**config.mk**
```make
export PLATFORM = sky130hd
export DESIGN_NAME = cook_timer_ctrl
export DESIGN_NICKNAME = d
export VERILOG_FILES = /design/src/rtl/cook_timer_ctrl.sv
export SDC_FILE = /design/constraint.sdc
export NUM_CORES = 1
export LEC_CHECK = 0
export ABC_AREA = 1
export BUFFER_PORTS_ARGS = -buffer_cell sky130_fd_sc_hd__buf_2
export CAP_MARGIN = 20
export CORE_MARGIN = 2
export CORE_UTILIZATION = 40
export CTS_BUF_LIST = sky130_fd_sc_hd__clkbuf_16
export DETAILED_ROUTE_END_ITERATION = 10
export PLACE_DENSITY = 0.57
export SLEW_MARGIN = 40
export SYNTH_ARGS = -nofsm -noshare
export SYNTH_HDL_FRONTEND = slang
export SYNTH_SLANG_ARGS = --single-unit
```
**constraint.sdc**
```tcl
create_clock -name clk -period 4.6 [get_ports clk]
set_input_delay 0.23 -clock clk [delete_from_list [all_inputs] [get_ports clk]]
set_output_delay 0.23 -clock clk [all_outputs]
set_load 0.02 [all_outputs]
```
**src/rtl/cook_timer_ctrl.sv**
```systemverilog
// cook_timer_ctrl: kitchen-timer mode of the watch. Holds an MM:SS BCD
// countdown and sequences it through IDLE / RUN / PAUSE / ALARM from
// single-cycle button pulses and a 1 Hz tick.
//
// Input protocol: every btn_* and tick_1s input is a one-cycle pulse with no
// back-pressure. A pulse is consumed on the clock edge where it is high.
// Its effect appears on the registered outputs after that same edge.
// When several events land in one cycle, clear beats start, start beats tick,
// and tick beats the increment buttons.
module cook_timer_ctrl #(
    parameter int ALARM_SEC = 10
) (
    input  logic       clk,
    input  logic       reset_n,
    input  logic       tick_1s,
    input  logic       btn_start,
    input  logic       btn_clear,
    input  logic       btn_inc_min,
    input  logic       btn_inc_sec,
    output logic [3:0] min10,
    output logic [3:0] min1,
    output logic [3:0] sec10,
    output logic [3:0] sec1,
    output logic [1:0] state,
    output logic       running,
    output logic       alarm
);

    typedef enum logic [1:0] {
        S_IDLE  = 2'd0,
        S_RUN   = 2'd1,
        S_PAUSE = 2'd2,
        S_ALARM = 2'd3
    } state_t;

    localparam logic [7:0] ALARM_LIMIT = 8'(ALARM_SEC);

    state_t     state_q, state_d;
    logic [3:0] min10_d, min1_d, sec10_d, sec1_d;
    logic [7:0] acnt_q, acnt_d;
    logic       is_zero, is_one;

    // 00:00 blocks a start; 00:01 is the last value before the alarm.
    assign is_zero = (min10 == 4'd0) && (min1 == 4'd0) && (sec10 == 4'd0) && (sec1 == 4'd0);
    assign is_one  = (min10 == 4'd0) && (min1 == 4'd0) && (sec10 == 4'd0) && (sec1 == 4'd1);

    // State exposed for the display mux and for checkers.
    assign state = state_q;

    // Next-state and next-value decode, applying the event priority.
    always_comb begin
        state_d = state_q;
        min10_d = min10;
        min1_d  = min1;
        sec10_d = sec10;
        sec1_d  = sec1;
        acnt_d  = acnt_q;
        case (state_q)
            S_IDLE: begin
                if (btn_clear) begin
                    {min10_d, min1_d, sec10_d, sec1_d} = 16'h0000;
                end else if (btn_start) begin
                    if (!is_zero) state_d = S_RUN;
                end else begin
                    if (btn_inc_sec) begin
                        if (sec1 == 4'd9) begin
                            sec1_d  = 4'd0;
                            sec10_d = (sec10 == 4'd5) ? 4'd0 : sec10 + 4'd1;
                        end else begin
                            sec1_d = sec1 + 4'd1;
                        end
                    end
                    if (btn_inc_min) begin
                        if (min1 == 4'd9) begin
                            min1_d  = 4'd0;
                            min10_d = (min10 == 4'd9) ? 4'd0 : min10 + 4'd1;
                        end else begin
                            min1_d = min1 + 4'd1;
                        end
                    end
                end
            end
            S_RUN: begin
                if (btn_clear) begin
                    state_d = S_IDLE;
                    {min10_d, min1_d, sec10_d, sec1_d} = 16'h0000;
                end else if (btn_start) begin
                    state_d = S_PAUSE;
                end else if (tick_1s) begin
                    // BCD borrow chain; RUN never holds 00:00 so min10 never underflows.
                    if (sec1 != 4'd0) begin
                        sec1_d = sec1 - 4'd1;
                    end else begin
                        sec1_d = 4'd9;
                        if (sec10 != 4'd0) begin
                            sec10_d = sec10 - 4'd1;
                        end else begin
                            sec10_d = 4'd5;
                            if (min1 != 4'd0) begin
                                min1_d = min1 - 4'd1;
                            end else begin
                                min1_d  = 4'd9;
                                min10_d = min10 - 4'd1;
                            end
                        end
                    end
                    if (is_one) begin
                        state_d = S_ALARM;
                        acnt_d  = 8'd0;
                    end
                end
            end
            S_PAUSE: begin
                if (btn_clear) begin
                    state_d = S_IDLE;
                    {min10_d, min1_d, sec10_d, sec1_d} = 16'h0000;
                end else if (btn_start) begin
                    state_d = S_RUN;
                end
            end
            S_ALARM: begin
                if (btn_clear || btn_start) begin
                    state_d = S_IDLE;
                end else if (tick_1s) begin
                    acnt_d = acnt_q + 8'd1;
                    if (acnt_q + 8'd1 == ALARM_LIMIT) state_d = S_IDLE;
                end
            end
            default: state_d = S_IDLE;
        endcase
    end

    // State, countdown digits, alarm counter and decoded flags, all registered.
    always_ff @(posedge clk or negedge reset_n) begin
        if (!reset_n) begin
            state_q <= S_IDLE;
            min10   <= 4'd0;
            min1    <= 4'd0;
            sec10   <= 4'd0;
            sec1    <= 4'd0;
            acnt_q  <= 8'd0;
            running <= 1'b0;
            alarm   <= 1'b0;
        end else begin
            state_q <= state_d;
            min10   <= min10_d;
            min1    <= min1_d;
            sec10   <= sec10_d;
            sec1    <= sec1_d;
            acnt_q  <= acnt_d;
            running <= (state_d == S_RUN);
            alarm   <= (state_d == S_ALARM);
        end
    end

endmodule
```
==> results.md <==
- The number of different library cells in the post-synthesis netlist is 34.
- The worst path required time is 4.78 ns.
- Setup repair after global routing left no endpoint under its margin.
- The half-perimeter wire length after detailed placement is 3.85 mm.
- The most area-hungry cell type in the Yosys netlist is dfrtp_1.
- The post-route non-filler standard cell count is 404.
- The net count reported at finish is 355.
- In this run the mean area of a mapped cell was 7.12 um^2.
- For this run, the number of Yosys warnings is 0.
- TritonCTS built the clock tree.
- The dominant combinational cell family by area after synthesis is simple AND/OR/NAND/NOR gates.
- Detailed routing inserted a total of 2,030 vias.
- Summing the sequential cell areas from Yosys gives 32.3% of the chip area.
- The effective utilization at floorplan is 42.0%.
- After clock tree synthesis, the repair step resized 0 gates.
- The post-detailed-route count of antenna-violating nets is 0.
- Net switching is 52.0% of the power.
- The min-delay analysis places its worst path in the category input port to async pin.
- The proportion of layout cells with a drive suffix above 1 is 15.6%.
- Global routing consumed, over all layers together, 17.6% of the routing resources.
- The number of clock buffers inserted by TritonCTS is 3.
- Counting along the longest clock path gives a buffer depth of 2.
- The antenna diode instance count is 0.
- Summing the areas of all xor and xnor instances in the mapped netlist gives 2.82% of the synthesized area.
- The average wire length per cell after detail routing is 12.2 um.
- The share of synthesized cell area in and, or, nand and nor gates is 32.8%.
- Clock-pin slew was measured on the worst setup and hold paths at 0.07 ns.
- The number of buffers inserted to repair setup after CTS is 0.
- The areal power density over the cells is 650 nW/um^2.
- The data arrival time of the critical path is 2.20 ns.
- The first global-routing pass estimated 8.70 mm of wire.
- The number of hold-repair buffers added at the cts stage is 0.
- The maximum number of pins on one net before global-route repair is 29.
- The total congestion overflow is 0.
- In this run the number of H-tree levels came out at 1.
- The share of synthesized cell area in full adder, half adder and majority cells is 7.49%.
- The number of detailed-routing iterations run before antenna repair is 4.
- For this run, the leading register cell type out of synthesis is dfrtp_1.
- The final count of hold timing violations is 12.
- The final weighted congestion in routability-driven placement is 0.843.
- The pin slew with the least headroom to its limit is 0.649 ns.
- The worst-case clock skew is 0.00342 ns.
- The number of cells traversed by the worst register-to-register path is 9.
- Of all nets on the critical path, the largest fanout is 8.
- The number of vias per cell is 5.02.
- The number of slew-limit violations in the final report is 0.
- The synthesized netlist devotes 15.4% of its cell area to compound gates.
- In this run the critical register-to-register path is captured at min10[3].
- Of the total power, the clock network draws 12.4%.
- In the post-synthesis netlist, the biggest area contributors are dfrtp_1 (32%), nand2_1 (11%), o21ai_0 (8.3%).
- The kind of capture point of the worst setup path is a flip-flop.
- The post-synthesis sequential element count is 28.
- The startpoint of the lowest-slack register-to-register path is state[1].
- The post-layout minimum cycle time is 2.02 ns.
- The startpoint type of the worst setup path is a flip-flop.
- The peak clock frequency supported by timing is 495 MHz.
- The number of nets in the synthesized netlist is 325.
- Yosys mapped a number of flops with a built-in enable equal to 0.
- For this run, design rule violations remaining after detail routing come to 0.
- Setup slack on the worst reg-to-reg path comes out at 2.58 ns.
- The root buffer cell chosen for the clock tree is clkbuf_16.
- Total power for the finished layout comes to 1.60 mW.
- The cell area after technology mapping is 2170 um^2.
- The total of fill cells in the finished design is 537.
- The top-level port count is 27.
- The number of DRC markers in iteration 0 is 59.
- The initial antenna violation count is 0.
- The port buffer count is 26.
- The logic gate share of total power is 59.4%.
- The critical path start-end classification is flip-flop to flip-flop.
- The internal power summed over all cells is 770 uW.
- The share of synthesized area in the top cell type comes to 32.3%.
- Of the available clock period, the critical path in the final layout requires 43.9%.
- The die covers 6040 um^2.
- The async set-or-reset flop fraction in the synthesized netlist is 100%.
- Max-cap violations in this run came to 0.
- Setup violations remaining at the end of the flow were counted as 0.
- Per report_power, the sequential group accounts for 28.3% of the total.
- In this run the tightest slew margin relative to its limit is 56.7%.
- The floorplan step set the die width to 77.7 um.
- Clock tree synthesis found a total of 28 sinks.
- The checks that failed: hold timing.
- Wires add up to 4.92 mm.
- Clock latency on the worst-skew pair, taken at its later pin, is 0.26 ns.
- The via count of the first global-routing pass is 1,923.
- The run finished, with violations left.
- The net switching power is 833 uW.
- The initialized floorplan defines 26 standard-cell rows.
- The synthesized instance count is 305.
- The layout overhead on the synthesized area is 13.5%.
- The leakage power of the design is 1.25 nW.
- The number of instances in the placed design is 400.
- The summed negative setup slack over all endpoints is 0 ns.
- The area of the core region is 5170 um^2.
- The multiplexer area fraction after synthesis is 0%.
- In this run the vertical extent of the chip is 77.7 um.
- Final hold analysis gives a worst-case slack of -0.00517 ns.
- The largest vdd supply drop is 0.289 mV.
[cell usage after synthesis, types with 2 or more instances]
cell and n:
nand2_1 66, inv_1 47, o21ai_0 36, dfrtp_1 28, nor2_1 28, nand3_1 23, nand4_1 15, ha_1 13
xor2_1 6, inv_2 4, nor2_4 4, a21oi_1 3, nor2_2 3, o21ai_1 3, a32o_1 2, nand2_2 2
nand3_2 2, o211ai_1 2, o21bai_1 2, o31ai_1 2
[routing by layer]
layer | GRT usage (%) | vias to the layer above | part of all wire [%]
met1 | 23.9 | 936 | 50
met2 | 29.6 | 36 | 47
met3 | 2.79 | 2 | 2.6
met4 | 3.57 | 0 | 0.63
met5 | 0 | - | 0
li1 | - | 1056 | -
[state kept, by name (all words and copies together), names as in the netlist]
| register | cells |
|---|---|
| sec10 | 4 |
| alarm | 1 |
| acnt_q | 8 |
| min10 | 4 |
| sec1 | 4 |
| running | 1 |
| min1 | 4 |
| state | 2 |
[worst max-delay path by stage]
stage / from / endpoint / slack [ns]
after floorplan: state[0] / min1[3] / 2.82
after global placement: state[1] / min1[3] / 2.61
after detailed placement: state[1] / min1[3] / 2.60
after CTS: state[1] / min1[3] / 2.57
after global routing: state[1] / min1[3] / 2.35
final: state[1] / min10[3] / 2.58
[logic make-up after synthesis]
group                      count (synthesis)
AOI/OAI and AO/OA                         56
xor gates and xnor gates                   7
adders and majority gates                 13
buffers and inverters                     53
DFF                                       28
and+or+nand+nor                          148
[placed cells by master, fill, tap and decap left out, types with 2 or more instances in the layout]
cell	netlist	routed
nand2_1	66	66
inv_1	47	47
o21ai_0	36	36
nor2_1	28	28
dfrtp_1	28	28
buf_2	0	26
nand3_1	23	23
nand4_1	15	15
ha_1	13	13
xor2_1	6	6
inv_2	4	4
nor2_4	4	4
o21ai_1	3	3
nor2_2	3	3
a21oi_1	3	3
clkbuf_16	0	3
o21bai_1	2	2
nand3_2	2	2
nand2_2	2	2
o31ai_1	2	2
o211ai_1	2	2
a32o_1	2	2
[through the flow]
stage | area (um^2) | utilization [%] | setup slack [ns]
5_1_grt | 2460 | 47.7 | 2.35
6_report | 2460 | 47.7 | 2.58
3_5_place_dp | 2390 | 46.1 | 2.60
3_3_place_gp | 2390 | 46.1 | 2.61
4_1_cts | 2460 | 47.7 | 2.57
2_1_floorplan | 2170 | - | 2.82
[power groups by stage]
| stage | clock [mW] | combinational, mW | sequential, mW |
|---|---|---|---|
| detailed placement | 0 | 0.952 | 0.455 |
| floorplan | 0 | 0.652 | 0.510 |
| CTS | 0.205 | 0.957 | 0.451 |
| global route | 0.218 | 1.09 | 0.471 |
| finish | 0.198 | 0.952 | 0.453 |
| global placement | 0 | 0.951 | 0.454 |
[critical path, stage by stage (launching register included)]
cell and delay [ns]:
dfrtp_1 0.48, inv_1 0.12, ha_1 0.35, nor2_1 0.34
inv_1 0.14, nor2_1 0.21, nand3_1 0.09, o21ai_0 0.08
nand2_1 0.06, o21ai_0 0.06
[final cells by class]
type / count / area (um^2) / share of cell area (%)
multi-input combinational: 224 / 1270 / 51.6
sequential: 28 / 701 / 28.4
inverter: 52 / 196 / 7.97
timing repair buffer: 26 / 130 / 5.28
tap: 70 / 87.6 / 3.55
clock buffer: 3 / 75.1 / 3.05
clock inverter: 1 / 3.75 / 0.152
No activity file was read; power rests on OpenSTA's default activity.
